<file path="config.mk">
export PLATFORM = sky130hd
export DESIGN_NAME = bus_master_arbiter
export DESIGN_NICKNAME = d
export VERILOG_FILES = /design/src/rtl/bus_master_arbiter.sv
export SDC_FILE = /design/constraint.sdc
export NUM_CORES = 1
export LEC_CHECK = 0
export CORE_MARGIN = 3
export CORE_UTILIZATION = 43
export CTS_CLUSTER_SIZE = 24
export DETAILED_ROUTE_END_ITERATION = 10
export GPL_TIMING_DRIVEN = 0
export HOLD_SLACK_MARGIN = 0.15
export PLACE_DENSITY = 0.92
export SYNTH_ARGS = -nofsm -noshare
export SYNTH_HDL_FRONTEND = slang
export SYNTH_SLANG_ARGS = --single-unit
</file>
<file path="constraint.sdc">
create_clock -name clk_i -period 2.3 [get_ports clk_i]
set_input_delay 0.575 -clock clk_i [delete_from_list [all_inputs] [get_ports clk_i]]
set_output_delay 0.575 -clock clk_i [all_outputs]
set_load 0.05 [all_outputs]
</file>
<file path="src/rtl/bus_master_arbiter.sv">
// Two-master round-robin arbiter driving the single Bus master port.
// Optional hung-slave abort is enabled by defining BUS_ARB_TIMEOUT_EN.
module bus_master_arbiter #(
    parameter int unsigned TIMEOUT_CYCLES = 255,
    parameter int unsigned CNT_W          = 8
) (
    input  logic        clk_i,
    input  logic        rst_i,
    input  logic        m0_stb_i,
    input  logic        m0_we_i,
    input  logic [31:0] m0_adr_i,
    input  logic [31:0] m0_dat_i,
    output logic [31:0] m0_dat_o,
    output logic        m0_ack_o,
    output logic        m0_err_o,
    input  logic        m1_stb_i,
    input  logic        m1_we_i,
    input  logic [31:0] m1_adr_i,
    input  logic [31:0] m1_dat_i,
    output logic [31:0] m1_dat_o,
    output logic        m1_ack_o,
    output logic        m1_err_o,
    output logic        bus_stb_o,
    output logic        bus_we_o,
    output logic [31:0] bus_adr_o,
    output logic [31:0] bus_dat_o,
    input  logic [31:0] bus_dat_i,
    input  logic        bus_ack_i,
    output logic [1:0]  grant_o,
    output logic        busy_o
);

    localparam int unsigned DATA_W = 32;

    if ((TIMEOUT_CYCLES < 2) || ((TIMEOUT_CYCLES >> CNT_W) != 0)) begin : g_bad_cfg
        $error("bus_master_arbiter: TIMEOUT_CYCLES must lie in 2..2**CNT_W-1");
    end

    typedef enum logic [1:0] {
        S_IDLE    = 2'd0,
        S_XFER    = 2'd1,
        S_RELEASE = 2'd2
    } state_t;

    state_t              r_state;
    logic                r_last_grant;
    logic                r_owner;
    logic [1:0]          r_grant;
    logic                r_busy;
    logic                r_bus_stb;
    logic                r_bus_we;
    logic [DATA_W-1:0]   r_bus_adr;
    logic [DATA_W-1:0]   r_bus_dat;
    logic [DATA_W-1:0]   r_m0_dat;
    logic [DATA_W-1:0]   r_m1_dat;
    logic                r_m0_ack;
    logic                r_m1_ack;

    logic                w_any_req;
    logic                w_winner;
    logic                w_win_we;
    logic [DATA_W-1:0]   w_win_adr;
    logic [DATA_W-1:0]   w_win_dat;
    logic                w_abort;
    logic                w_done;
    logic [DATA_W-1:0]   w_rdata;

    // Tie goes to the master that did not own the previous transfer.
    assign w_any_req = m0_stb_i | m1_stb_i;
    assign w_winner  = (m0_stb_i & m1_stb_i) ? ~r_last_grant : m1_stb_i;
    assign w_win_we  = w_winner ? m1_we_i  : m0_we_i;
    assign w_win_adr = w_winner ? m1_adr_i : m0_adr_i;
    assign w_win_dat = w_winner ? m1_dat_i : m0_dat_i;

`ifdef BUS_ARB_TIMEOUT_EN
    logic [CNT_W-1:0] r_cnt;
    logic             r_m0_err;
    logic             r_m1_err;

    // A slave ack in the terminal-count cycle takes priority over the abort.
    assign w_abort = ~bus_ack_i & (r_cnt == CNT_W'(TIMEOUT_CYCLES - 1));

    always_ff @(posedge clk_i) begin
        if (rst_i) begin
            r_cnt    <= '0;
            r_m0_err <= 1'b0;
            r_m1_err <= 1'b0;
        end else begin
            case (r_state)
                S_IDLE: begin
                    r_cnt <= '0;
                end
                S_XFER: begin
                    if (w_done) begin
                        r_m0_err <= w_abort & ~r_owner;
                        r_m1_err <= w_abort &  r_owner;
                    end else begin
                        r_cnt <= r_cnt + CNT_W'(1);
                    end
                end
                default: begin
                    r_m0_err <= 1'b0;
                    r_m1_err <= 1'b0;
                end
            endcase
        end
    end

    assign m0_err_o = r_m0_err;
    assign m1_err_o = r_m1_err;
`else
    assign w_abort  = 1'b0;
    assign m0_err_o = 1'b0;
    assign m1_err_o = 1'b0;
`endif

    assign w_done  = bus_ack_i | w_abort;
    assign w_rdata = w_abort ? '0 : bus_dat_i;

    // Arbitration FSM with all bus/master outputs registered.
    always_ff @(posedge clk_i) begin
        if (rst_i) begin
            r_state      <= S_IDLE;
            r_last_grant <= 1'b1;
            r_owner      <= 1'b0;
            r_grant      <= 2'b00;
            r_busy       <= 1'b0;
            r_bus_stb    <= 1'b0;
            r_bus_we     <= 1'b0;
            r_bus_adr    <= '0;
            r_bus_dat    <= '0;
            r_m0_dat     <= '0;
            r_m1_dat     <= '0;
            r_m0_ack     <= 1'b0;
            r_m1_ack     <= 1'b0;
        end else begin
            case (r_state)
                S_IDLE: begin
                    if (w_any_req) begin
                        r_state   <= S_XFER;
                        r_owner   <= w_winner;
                        r_grant   <= w_winner ? 2'b10 : 2'b01;
                        r_busy    <= 1'b1;
                        r_bus_stb <= 1'b1;
                        r_bus_we  <= w_win_we;
                        r_bus_adr <= w_win_adr;
                        r_bus_dat <= w_win_dat;
                    end
                end
                S_XFER: begin
                    if (w_done) begin
                        r_state      <= S_RELEASE;
                        r_bus_stb    <= 1'b0;
                        r_last_grant <= r_owner;
                        if (r_owner) begin
                            r_m1_ack <= 1'b1;
                            r_m1_dat <= w_rdata;
                        end else begin
                            r_m0_ack <= 1'b1;
                            r_m0_dat <= w_rdata;
                        end
                    end
                end
                S_RELEASE: begin
                    r_state  <= S_IDLE;
                    r_m0_ack <= 1'b0;
                    r_m1_ack <= 1'b0;
                    r_grant  <= 2'b00;
                    r_busy   <= 1'b0;
                end
                default: begin
                    r_state <= S_IDLE;
                end
            endcase
        end
    end

    assign m0_dat_o  = r_m0_dat;
    assign m1_dat_o  = r_m1_dat;
    assign m0_ack_o  = r_m0_ack;
    assign m1_ack_o  = r_m1_ack;
    assign bus_stb_o = r_bus_stb;
    assign bus_we_o  = r_bus_we;
    assign bus_adr_o = r_bus_adr;
    assign bus_dat_o = r_bus_dat;
    assign grant_o   = r_grant;
    assign busy_o    = r_busy;

endmodule

</file>
=== Word level (Yosys, flattened, before mapping) ===
Index checks and enable logic that the tools add are counted.

* Register bits: 139
* Output and inout port bits: 137

* Eq/ne operators: 6
* Mux-type cells: 20
* Bitwise operators: 4
* Reductions and logical operators: 13

{| class="wikitable"
|+ Operators by type and width
! cell !! count
|-
| two-way mux 32 bit || 2
|-
| AND reduction 3 bit || 5
|-
| two-way mux 1 bit || 8
|-
| two-way mux 2 bit || 4
|-
| != test 2 bit, second input constant || 4
|-
| case mux 1 bit (2 select lines) || 4
|-
| case mux 2 bit (2 select lines) || 2
|-
| AND reduction 2 bit || 4
|-
| nonzero test 2 bit || 3
|-
| equality test 2 x 1 -> 1 bit, second input constant || 1
|-
| equality test 2 bit, second input constant || 1
|-
| logical NOT 2 bit || 1
|-
| NOT 1 bit || 2
|-
| AND 1 bit || 1
|-
| bitwise OR 1 bit || 1
|}

=== Depth between registers and ports, before layout ===
* Word-level depth: 5
* Gate-level depth with buffers: 6
* Mapped depth without buffers: 3

=== Least setup slack after synthesis ===
OpenSTA, ideal clock, no wires.

* Path type: in2reg
* From: input port m1_stb_i
* To: register r_bus_adr[28] (netlist: bus_adr_o[28])
* Library setup time: 0.147 ns
* Arrival time: 1.413 ns
* Required time: 2.153 ns
* Path slack: 0.741 ns
* Stages: 6
* Path buffers: 3
* Cells stage by stage: or2_1 buf_4 buf_6 buf_4 a21oi_1 a311oi_2

* Word-level cells in the longest chain between the ends: 3
* Elaborated cells on any way between the ends: 5

{| class="wikitable"
|+ RTL lines
! what !! line !! RTL
|-
| start: declaration || 16 || <nowiki>input logic m1_stb_i,</nowiki>
|-
| AND 1 bit || 70 || <nowiki>assign w_winner = (m0_stb_i & m1_stb_i) ? ~r_last_grant : m1_stb_i;</nowiki>
|-
| two-way mux 1 bit || 70 ||
|-
| two-way mux 32 bit || 72 || <nowiki>assign w_win_adr = w_winner ? m1_adr_i : m0_adr_i;</nowiki>
|-
| end signal: assignment || 146 || <nowiki>r_bus_adr <= w_win_adr;</nowiki>
|-
| end: declaration || 52 || <nowiki>logic [DATA_W-1:0] r_bus_adr;</nowiki>
|}

Parallel ways exist; a longest one is shown, timed or not.
A chain may end at the register's enable or synchronous reset.

=== Final worst setup path ===
* From: register r_bus_adr[17] (netlist: bus_adr_o[17])
* To: output port bus_adr_o[17]

{| class="wikitable"
|+ RTL lines
! what !! line !! RTL
|-
| end: declaration || 25 || <nowiki>output logic [31:0] bus_adr_o,</nowiki>
|}

No word-level cell between the ends.

==> impl_results.md <==
* Final Hold Viols at 0
* Most frequent cells in the layout: 300 x clkdlybuf4s50_1, 262 x nand2_1, 139 x dfxtp_1
* Async S/R FF share, synth at 0%
* Initial Utilization at 44.5%
* #FFs+latches synth at 139
* Die X at 123 um
* Synth top area share at 46.9%
* Drt drc at 0
* DR WL/cell at between 15 and 20 um
* Pin count of the biggest net entering global routing at 17
* WL met1 at 7800 um
* CP Max Fanout at 2
* Inst Count DP at 1173
* Most area-consuming cells after synthesis: dfxtp_1 47%, nand2_1 17%, a311oi_2 13%
* Chip Height at 123 um
* Vias in the first global route at roughly 6300
* Area of the multi-input gates at 2730 um^2
* Uppermost routed layer: met4
* FMAX at 0.455 GHz
* Crit end category: output port
* FF/Latch Area at 2780 um^2
* # IOs at 304
* Post-CTS Resized at 0
* Setup_tns at 0 ps
* Root Driver: clkbuf_16
* Leak Pwr at 3.55 nW
* Worst Setup Start Kind: register
* Critical path data required time at approximately 1700 ps
* Clock Tree Buf Depth at 2
* RSZ-0062 raised after global routing: no
* Vias after detailed routing at around 6400
* CP top delay family: buffers and inverters
* Status: completed
* Worst EP arrival at 1620 ps
* Row count at between 40 and 50
* Fin nets at 1183
* Post-synth EDFFs at 0
* Global-route wire length before repair at 32400 um
* Commonest non-fill, non-tap cell in the layout: clkdlybuf4s50_1
* Seq/Total Area, Yosys at between 40% and 50%
* Worst-Skew Late Latency at 420 ps
* 1st-iter DRT viols at 360
* Gpl congestion at 0.843
* Power Density at 789 nW/um^2
* Post-route non-filler standard cell count at 1204
* Vias per cell at around 5.3
* CP Buf/Inv Count at 1
* Area Growth Syn to Fin at 65.2%
* Slew Viols, Final at 0
* Dominant cell type by area after synthesis: dfxtp_1
* Worst Path Class, Setup: reg -> out
* Crit path largest cell delay at 830 ps
* Post CTS Setup Buffer Count at 0
* Total global routing overflow at 0
* CP Cell Sequence: clkdlybuf4s50_1
* Final Setup Violations at 0
* Prevailing post-synth register cell: dfxtp_1
* Antenna viol nets, final at 0
* Die ar. at ~15000 um^2
* Final period util at 95.5%
* Clock sink total at 139
* VDD IR max at 0.448 mV
* Clk pin slew, worst setup/hold paths at 60 ps
* CTS tree: built
* Synthesized area at 5930 um^2
* TritonCTS buffer count at 17
* Slowest CP cell: clkdlybuf4s50_1
* Metal2 WL at 10800 um
* Clock Skew at ~4.6 ps
* Port Buffers at 300
* YS warnings at 0
* Tot GR Track Use at 27.6%
* Total power at 7.74 mW
* Share of layout cells above drive strength 1 at approximately an eighth
* Cells after Synth at between 600 and 700
* Post-Syn Area per Cell at 8.52 um^2
* Diode count at 0
* DR pass1 iterations at 6
* Metal3 WL at 2040 um
* Min Tclk post-route at 2200 ps
* CORE AREA at 13300 um^2
* HPWL after DPL at 15800 um
* Hold Path Class: reg -> reg
* Slew headroom at 51.3%
* H-tree depth at 4
* Netlist cell types at 29
* Routed WL at 21400 um
* Slew @ Worst Pin at 731 ps
* Max-cap violation count at 0
* Initial antenna violation count at 0
* CTS Hold Bufs at 0
* Fill count at ~960
Yosys cell counts (2+ instances only):
cell type  instances
o211ai_1           2
nand3_1            2
dfxtp_1          139
buf_2             30
a311oi_2          50
buf_8              5
nand2_1          262
a311oi_1          15
nor2_4             2
a21oi_1          138
clkbuf_4           3
clkbuf_1          18
nor2_1             4
buf_6              3
buf_4              9
metal layers:
metal  up-vias  global-route usage, %
met4         0                   12.1
met5         -                      0
li1       3044                      -
met1      2962                   29.5
met3        55                   10.1
met2       308                   48.7
layout make-up:
class                           count  share of cell area, %
Timing Repair Buffer              300                   30.6
Sequential cell                   139                   28.4
Multi-Input combinational cell    489                   27.9
Clock buffer                       20                   4.56
Buffer                             69                   4.29
Tap cell                          176                   2.25
Clock inverter                     11                   1.97
flip-flops by register name, indices dropped and copies added (netlist names):
register      count
bus_stb_o         1
m0_dat_o         32
busy_o            1
m0_ack_o          1
bus_we_o          1
m1_dat_o         32
r_last_grant      1
r_owner           1
bus_dat_o        32
r_state           2
m1_ack_o          1
bus_adr_o        32
grant_o           2
where the power goes:
| part | leakage (nW) | internal (mW) | switching (mW) |
|---|---|---|---|
| clock network | 0.306 | 1.95 | 1.04 |
| logic | 2.11 | 0.826 | 1.24 |
| registers | 1.14 | 2.59 | 0.0997 |
cell families after synthesis:
group	after synthesis	share of synthesized area, %
AOI/OAI and AO/OA	208	27.2
and+or+nand+nor	279	18.7
buffers and inverters	69	7.09
other	1	0.0632
DFF	139	46.9
path summary, 6_finish.rpt:
kind	to	startpoint	slack (ps)	cells past startpoint
min	m1_dat_o[11]	m1_dat_o[11]	450	2
min reg2reg	m1_dat_o[11]	m1_dat_o[11]	450	2
max	bus_adr_o[17]	bus_adr_o[17]	100	1
max reg2reg	bus_dat_o[5]	r_state[0]	770	6
through the flow:
| stage | area, um^2 | setup WS, ps | util (%) | hold slack (ps) |
|---|---|---|---|---|
| after CTS | 9800 | 92.4 | 73.4 | 455 |
| after global routing | 9800 | 47.2 | 73.4 | 470 |
| after floorplan | 5940 | 741 | - | 480 |
| after detailed placement | 9160 | 13.2 | 68.6 | 447 |
| final | 9800 | 103 | 73.4 | 454 |
| after global placement | 9160 | 42.9 | 68.6 | 440 |
Power figures use the tool's default switching activity.
